**src/rtl/spram_ctl.sv**
```systemverilog
// Byte-addressed load/store front end for the spram64k word memory.
// Misaligned accesses that straddle a word boundary are issued as two memory cycles.
//
// state  | meaning
// -------+------------------------------------------------------------
// IDLE   | waiting for a request; only state with req_ready high
// ACC0   | first (or only) memory access on mem_*
// ACC1   | second access of a split op; loads capture d0 here
// RD0    | unsplit load: read data on mem_vo, result computed
// RD1    | split load: d1 on mem_vo, result computed from {d1,d0}
// RESP   | rsp_valid pulse
module spram_ctl #(
  parameter int AW = 16
) (
  input  logic          i_clk,
  input  logic          i_rst_n,
  input  logic          i_req_valid,
  output logic          o_req_ready,
  input  logic          i_req_we,
  input  logic [1:0]    i_req_sz,
  input  logic          i_req_sx,
  input  logic [AW-1:0] i_req_addr,
  input  logic [31:0]   i_req_wdata,
  output logic          o_rsp_valid,
  output logic [31:0]   o_rsp_data,
  output logic          o_mem_we,
  output logic [3:0]    o_mem_bmsk,
  output logic [15:0]   o_mem_a,
  output logic [31:0]   o_mem_vi,
  input  logic [31:0]   i_mem_vo
);

  typedef enum logic [2:0] {
    S_IDLE, S_ACC0, S_ACC1, S_RD0, S_RD1, S_RESP
  } state_t;

  state_t r_state, w_state_nxt;

  logic          r_we;
  logic [1:0]    r_sz;
  logic          r_sx;
  logic [1:0]    r_off;
  logic          r_split;
  logic [15:0]   r_a1;
  logic [3:0]    r_bmsk1;
  logic [31:0]   r_vi1;
  logic [31:0]   r_d0;

  logic [3:0]    w_lmask;
  logic [7:0]    w_m8;
  logic [63:0]   w_wd64;
  logic [AW-3:0] w_wa0;
  logic [AW-3:0] w_wa1;
  logic [63:0]   w_ld64;
  logic [31:0]   w_sh;
  logic [31:0]   w_res;

  always_comb begin
    w_lmask = 4'b1111;
    case (i_req_sz)
      2'd0:    w_lmask = 4'b0001;
      2'd1:    w_lmask = 4'b0011;
      default: w_lmask = 4'b1111;
    endcase
  end

  assign w_m8   = {4'b0000, w_lmask} << i_req_addr[1:0];
  assign w_wd64 = {32'h0, i_req_wdata} << {i_req_addr[1:0], 3'b000};
  assign w_wa0  = i_req_addr[AW-1:2];
  assign w_wa1  = w_wa0 + {{(AW-3){1'b0}}, 1'b1};

  assign o_req_ready = i_rst_n && (r_state == S_IDLE);

  // Split loads concatenate the captured low word with the second read word.
  assign w_ld64 = (r_state == S_RD1) ? {i_mem_vo, r_d0} : {32'h0, i_mem_vo};
  assign w_sh   = 32'(w_ld64 >> {r_off, 3'b000});

  always_comb begin
    w_res = w_sh;
    case (r_sz)
      2'd0:    w_res = {{24{r_sx & w_sh[7]}}, w_sh[7:0]};
      2'd1:    w_res = {{16{r_sx & w_sh[15]}}, w_sh[15:0]};
      default: w_res = w_sh;
    endcase
  end

  always_comb begin
    w_state_nxt = r_state;
    case (r_state)
      S_IDLE:  if (i_req_valid) w_state_nxt = S_ACC0;
      S_ACC0:  begin
        if (r_split)   w_state_nxt = S_ACC1;
        else if (r_we) w_state_nxt = S_RESP;
        else           w_state_nxt = S_RD0;
      end
      S_ACC1:  w_state_nxt = r_we ? S_RESP : S_RD1;
      S_RD0:   w_state_nxt = S_RESP;
      S_RD1:   w_state_nxt = S_RESP;
      S_RESP:  w_state_nxt = S_IDLE;
      default: w_state_nxt = S_IDLE;
    endcase
  end

  always_ff @(posedge i_clk) begin
    if (!i_rst_n) begin
      r_state     <= S_IDLE;
      o_mem_we    <= 1'b0;
      o_mem_bmsk  <= 4'b0000;
      o_mem_a     <= 16'h0;
      o_mem_vi    <= 32'h0;
      o_rsp_valid <= 1'b0;
      o_rsp_data  <= 32'h0;
      r_we        <= 1'b0;
      r_sz        <= 2'd0;
      r_sx        <= 1'b0;
      r_off       <= 2'd0;
      r_split     <= 1'b0;
      r_a1        <= 16'h0;
      r_bmsk1     <= 4'b0000;
      r_vi1       <= 32'h0;
      r_d0        <= 32'h0;
    end else begin
      r_state     <= w_state_nxt;
      o_rsp_valid <= (w_state_nxt == S_RESP);
      o_mem_we    <= 1'b0;
      o_mem_bmsk  <= 4'b0000;
      case (r_state)
        S_IDLE: begin
          if (i_req_valid) begin
            r_we       <= i_req_we;
            r_sz       <= i_req_sz;
            r_sx       <= i_req_sx;
            r_off      <= i_req_addr[1:0];
            r_split    <= (w_m8[7:4] != 4'b0000);
            r_a1       <= 16'(w_wa1);
            r_bmsk1    <= w_m8[7:4];
            r_vi1      <= w_wd64[63:32];
            o_mem_we   <= i_req_we;
            o_mem_bmsk <= w_m8[3:0];
            o_mem_a    <= 16'(w_wa0);
            o_mem_vi   <= w_wd64[31:0];
            o_rsp_data <= 32'h0;
          end
        end
        S_ACC0: begin
          if (r_split) begin
            o_mem_we   <= r_we;
            o_mem_bmsk <= r_bmsk1;
            o_mem_a    <= r_a1;
            o_mem_vi   <= r_vi1;
          end
        end
        S_ACC1: begin
          if (!r_we) r_d0 <= i_mem_vo;
        end
        S_RD0, S_RD1: o_rsp_data <= w_res;
        default: ;
      endcase
    end
  end

endmodule
```
**config.mk**
```make
export PLATFORM = sky130hd
export DESIGN_NAME = spram_ctl
export DESIGN_NICKNAME = d
export VERILOG_FILES = /design/src/rtl/spram_ctl.sv
export SDC_FILE = /design/constraint.sdc
export NUM_CORES = 1
export LEC_CHECK = 0
export ABC_AREA = 1
export BUFFER_PORTS_ARGS = -buffer_cell sky130_fd_sc_hd__buf_2
export CAP_MARGIN = 20
export CORE_MARGIN = 1
export CORE_UTILIZATION = 40
export DETAILED_ROUTE_END_ITERATION = 12
export SLEW_MARGIN = 20
export SYNTH_ARGS = -nofsm -noshare
export SYNTH_HDL_FRONTEND = slang
export SYNTH_SLANG_ARGS = --single-unit
```
**constraint.sdc**
```tcl
create_clock -name i_clk -period 3.41 [get_ports i_clk]
set_clock_uncertainty 0.05 [all_clocks]
set_input_delay 0.341 -clock i_clk [delete_from_list [all_inputs] [get_ports i_clk]]
set_output_delay 0.341 -clock i_clk [all_outputs]
set_load 0.005 [all_outputs]
```
==> results of run 1 <==
-- worst paths after layout --
| kind | from | endpoint | slack [ps] | cells past startpoint |
|---|---|---|---|---|
| worst max register to register | r_state[2] | o_rsp_data[21] | 860 | 6 |
| worst max-delay path | r_state[2] | o_rsp_data[21] | 860 | 6 |
| worst min register to register | o_rsp_data[15] | o_rsp_data[15] | 410 | 2 |
| worst min-delay path | i_mem_vo[29] | r_d0[29] | 100 | 3 |
-- cell usage in the layout, fill, tap and decap left out, types with 3 or more instances in the layout --
cell	n
inv_1	96
o211ai_1	18
a21oi_1	134
a211oi_1	16
mux2i_1	8
nand2_2	16
nand3_2	3
inv_6	5
o21ai_0	131
nand3_1	120
clkbuf_16	17
nand4_1	6
a2bb2oi_1	8
dfxtp_1	166
nor2_2	4
xor2_1	7
buf_2	171
nand2_1	304
or2_2	6
clkinv_4	3
or2_1	4
nor3_1	6
a21oi_2	15
a31oi_1	29
nor2_1	54
buf_4	18
inv_2	5
-- sequential cells by signal, indices dropped and copies added, names as in the netlist, 2 cells and up --
| register | count |
|---|---|
| r_state | 3 |
| r_off | 2 |
| r_sz | 2 |
| o_rsp_data | 32 |
| r_a1 | 14 |
| o_mem_vi | 32 |
| o_mem_a | 14 |
| r_vi1 | 24 |
| r_d0 | 32 |
| o_mem_bmsk | 4 |
| r_bmsk1 | 3 |
-- per-layer routing --
layer | GRT usage | up-vias | part of all wire
met5 | 0 | - | 0
met4 | 0.07626 | 0 | 0.020
met3 | 0.03994 | 37 | 0.057
met2 | 0.4023 | 274 | 0.46
met1 | 0.3368 | 4138 | 0.46
li1 | - | 4482 | -
-- through the flow --
stage	hold slack [ps]	utilization	setup slack (ps)	power (mW)
CTS	90.65	0.4795	883.5	6.333
floorplan	381.0	-	1792	3.810
finish	102.1	0.4795	862.2	6.298
global placement	402.0	0.4528	880.0	4.397
global route	111.3	0.4795	662.5	6.701
detailed placement	403.4	0.4528	905.3	4.414
-- power breakdown --
group          total (mW)  switching, mW  internal, mW
Combinational        1.96           1.31         0.644
Sequential           2.43          0.172          2.25
Clock                1.92          0.890          1.03
-- final cells by class --
| class | instances | area, µm² |
|---|---|---|
| clock buffers | 18 | 429.2 |
| clock inverters | 14 | 138.9 |
| fillers | 2271 | 11040 |
| inverters | 103 | 391.6 |
| multi-input cells | 910 | 4537 |
| flip-flops and latches | 167 | 3344 |
| well taps | 275 | 344.1 |
| repair buffers | 189 | 991.0 |
-- kinds of logic (layout without fill, tap and decap cells) --
logic type,count (synthesis),after routing,synth area share
compound gates,360,360,0.2322
xor+xnor,8,8,0.008016
buf+inv,199,324,0.09891
flops,167,167,0.3825
other cells,1,2,0.0004290
simple gates,531,531,0.2674
fa+ha+maj,1,1,0.001431
mux,8,8,0.009162
-- synthesized netlist by cell type (all sizes together) (2+ instances only) --
master / instances / area share
clkbuf: 51 / 0.022
xor2: 7 / 0.0070
nor2: 60 / 0.029
o21ai: 133 / 0.076
inv: 102 / 0.044
or2: 10 / 0.0072
nand2: 322 / 0.14
a21oi: 149 / 0.092
a211oi: 16 / 0.014
o211ai: 18 / 0.015
o21a: 2 / 0.0017
buf: 45 / 0.032
a2bb2oi: 8 / 0.0080
o21bai: 2 / 0.0017
nor4: 2 / 0.0031
dfxtp: 167 / 0.38
nor3: 6 / 0.0034
nand3: 125 / 0.076
a31oi: 29 / 0.021
mux2i: 8 / 0.0092
nand4: 6 / 0.0043
-- critical path, stage by stage, from the launching register on --
cell,delay (ps)
dfxtp_1,660
nand2_4,430
nand2_4,400
inv_1,340
a21oi_1,340
nand2_1,130
a21oi_2,130
==> impl_metrics.ini, run 1 <==
[grt]
grt_pass1_wl_mm = 43.31
track_usage = 0.2485
grt_max_degree = 65
grt_antenna_before_repair = 0
grt-ovfl-total = 0
grt_pass1_vias = 8194

[place]
dp_cells = 1644
gp_congestion = 0.9233
dpl-instance-area_mm2 = 0.009608
io_buffers = 171
hpwl_mm = 19.11

[cells_and_area]
nNetsFinal = 1476
antennaDiodeCount = 0
area_growth_pct = 16.42
design_area_mm2 = 0.01018
drive_gt1_frac = 0.1984
fin_cells = 1676

[clocking]
cts.sinks = 167
numCtsBuffers = 17
cts_resized = 0
clock_path_buffers = 2
path_clk_slew_ps = 80
cts_tree = yes
root_buffer = clkbuf_16
cts_setup_buffers = 0
clk_latency_ps = 440
htree_levels = 4
postCtsHoldBufs = 0

[route]
postRouteAntennaNets = 0
drt-pass1-iter-count = 5
wl_mm = 27.42
routed_via_density = 5.329
drc = 0
dr.first_iter.drc_count = 561
vias = 8931
wire_per_inst_um = 16.36

[sta]
finalHoldViolations = 0
fin_crit_sh = 0.7471
setup_tns_ps = 0
worst_pin_slew_ps = 784.4
setup_viol = 0
maxSlewViolCount = 0
fin_crit_ps = 2548
slew-limit-headroom = 0.4771
fmax_mhz = 392.5
rsz0062_at_grt = false

[floorplan]
rows = 53
initial_core_util = 0.4119
die_y_um = 149.8
ioPinCount = 174
die_area_mm2 = 0.02245
fp.dieW_um = 149.8
core_mm2 = 0.02122

[flow_run]
cap_violations = 0

[worst_setup_path]
crit_fanout = 50
critPathArrivalTime_ps = 2860
worstSetupPathType = reg -> reg
cp-start-kind = flop
crit_required_ps = 3720
end_kind = flop

[logic_synthesis]
synth_edf_count = 0
ys_seq_elements = 167
synth_area_mm2 = 0.008741
synthArstFlopShare = 0
syn_area_per_cell_um2 = 6.856
yosys_warnings = 0
synthCells = 1275
synthDistinctLibCells = 45
seq_area_frac_synth = 0.3825
synth_top_flop_cell = dfxtp_1

[pwr]
leakagePower_nw = 4.661
power.density_mw_per_mm2 = 618.9
irDropWorstVdd_mv = 0.4004

[hold_path]
holdCritPathClass = in -> reg

[run_status]
status = finished clean
(Power assumes the default switching activity.)
==> run 2: changes to the inputs <==
Clock period 3.41 ns to 2.1 ns, I/O delays scaled along.
==> run 2 against run 1 <==
Net effect: wire length up 1.2%; highest routed layer unchanged; critical path type unchanged; hold slack worse by 90 ps; power up 71%; global-route usage up 0.16 points; setup slack worse by 730 ps; first-iteration DRC count up 13%; combinational power up 77%.
==> impl_metrics.ini, run 2 (synthesis results as in run 1) <==
[worst_setup_path]
end_kind = flop
r2r_start = r_state[2]
reg2reg_depth = 8
cp-start-kind = flop
r2r_end = o_rsp_data[24]
rrSetupSlack_ps = 130
crit_required_ps = 2360
worstSetupPathType = reg -> reg
critPathArrivalTime_ps = 2230
crit_fanout = 16

[cells_and_area]
drive_gt1_frac = 0.2084
top_regs = o_mem_vi (32), o_rsp_data (32), r_d0 (32)
nNetsFinal = 1510
layout_commonest_cell = nand2_1
design_area_mm2 = 0.01065
area_growth_pct = 21.84
layout_common_cells = nand2_1, buf_2, dfxtp_1, a21oi_1, o21ai_0
fin_cells = 1711
final_util = 0.5019

[floorplan]
fp.dieW_um = 149.8
rows = 53
die_y_um = 149.8
ioPinCount = 174
core_mm2 = 0.02122
initial_core_util = 0.4119
die_area_mm2 = 0.02245

[sta]
finalHoldViolations = 0
slew-limit-headroom = 0.5760
worst_pin_slew_ps = 629.3
rsz0062_at_grt = false
setup_viol = 0
maxSlewViolCount = 0
fmax_mhz = 507.4
fin_crit_sh = 0.9384
layout_setup_ws_ps = 129.3
setup_tns_ps = 0
fin_crit_ps = 1971

[clocking]
cts_setup_buffers = 0
htree_levels = 4
numCtsBuffers = 17
cts_tree = yes
clk_latency_ps = 430
clock_path_buffers = 2
cts.sinks = 167
root_buffer = clkbuf_16
path_clk_slew_ps = 80

[route]
vias = 9074
wl_mm = 27.75
postRouteAntennaNets = 0
drc = 0
drt-pass1-iter-count = 5
dr.first_iter.drc_count = 636
routed_via_density = 5.303
wire_per_inst_um = 16.22

[grt]
grt_max_degree = 65
track_usage = 0.2500
grt_pass1_vias = 8394
grt_pass1_wl_mm = 43.88
grt-ovfl-total = 0
grt_antenna_before_repair = 0

[pwr]
leakagePower_nw = 4.883
power.density_mw_per_mm2 = 1010
irDropWorstVdd_mv = 0.6160

[place]
gp_congestion = 0.9380
hpwl_mm = 19.56
io_buffers = 171
dp_cells = 1664
place_ws_ps = 123.1
dpl-instance-area_mm2 = 0.009858

[hold_path]
whs_path_depth = 3
holdCritPathClass = in -> reg
hold_start = i_mem_vo[12]
whs_endpoint = r_d0[12]

[flow_run]
cap_violations = 0

[run_status]
status = finished clean
-- run 2: cell count changes in the layout (fill, tap and decap cells not counted), moves of 2 or more --
| cell | before | now |
|---|---|---|
| clkinvlp_4 | 2 | 0 |
| buf_4 | 18 | 30 |
| clkinv_8 | 0 | 5 |
| inv_6 | 5 | 3 |
| dlygate4sd3_1 | 0 | 14 |
| buf_12 | 0 | 8 |
-- run 2: worst max-delay path by stage --
stage | startpoint | endpoint | slack (ps) | cells past startpoint
after floorplan | r_state[0] | o_rsp_data[13] | 480 | 11
after CTS | r_state[0] | o_rsp_data[24] | 110 | 10
after global placement | r_state[1] | o_rsp_data[24] | 160 | 10
after global routing | r_state[2] | o_rsp_data[24] | 30 | 8
after detailed placement | r_state[2] | o_rsp_data[25] | 120 | 8
final | r_state[2] | o_rsp_data[24] | 130 | 8
-- run 2: critical path, stage by stage (launching register included) --
cell,delay [ps]
dfxtp_1,530
buf_4,240
nor2_1,80
nand2_1,100
nand2_4,70
inv_1,420
a21oi_1,190
nand2_1,130
a21oi_2,50
-- run 2: cell type report --
cell class                      instances  area (µm²)
Antenna cell                            1       2.502
Clock buffer                           17       425.4
Clock inverter                         15       212.7
Fill cell                            2187       10570
Inverter                              103       394.1
Multi-Input combinational cell        910        4546
Sequential cell                       167        3344
Tap cell                              275       344.1
Timing Repair Buffer                  223        1381
-- run 2: layer usage --
layer	part of all wire	vias up	track usage
met2	0.45	285	0.3998
met4	0.021	0	0.07980
met1	0.47	4193	0.3442
met5	0	-	0
li1	-	4555	-
met3	0.053	41	0.03689
-- run 2: power by group --
group          internal (mW)  switching (mW)  total (mW)
Clock                   1.83            1.55        3.38
Combinational           1.25            2.22        3.46
Sequential              3.66           0.255        3.91
Total                   6.74            4.02        10.8
-- run 2: what timing repair did --
action	in CTS	in global routing
hold buffers	14	0
endpoints found under the hold margin	14	0
gates resized for setup	0	2
setup endpoints to repair	0	16
-- run 2: through the flow --
step	hold WS [ps]	power (mW)
final	12.24	10.76
after detailed placement	402.0	7.388
after global placement	401.5	7.372
after floorplan	250.0	6.187
after CTS	1.086	10.79
after global routing	12.64	11.40
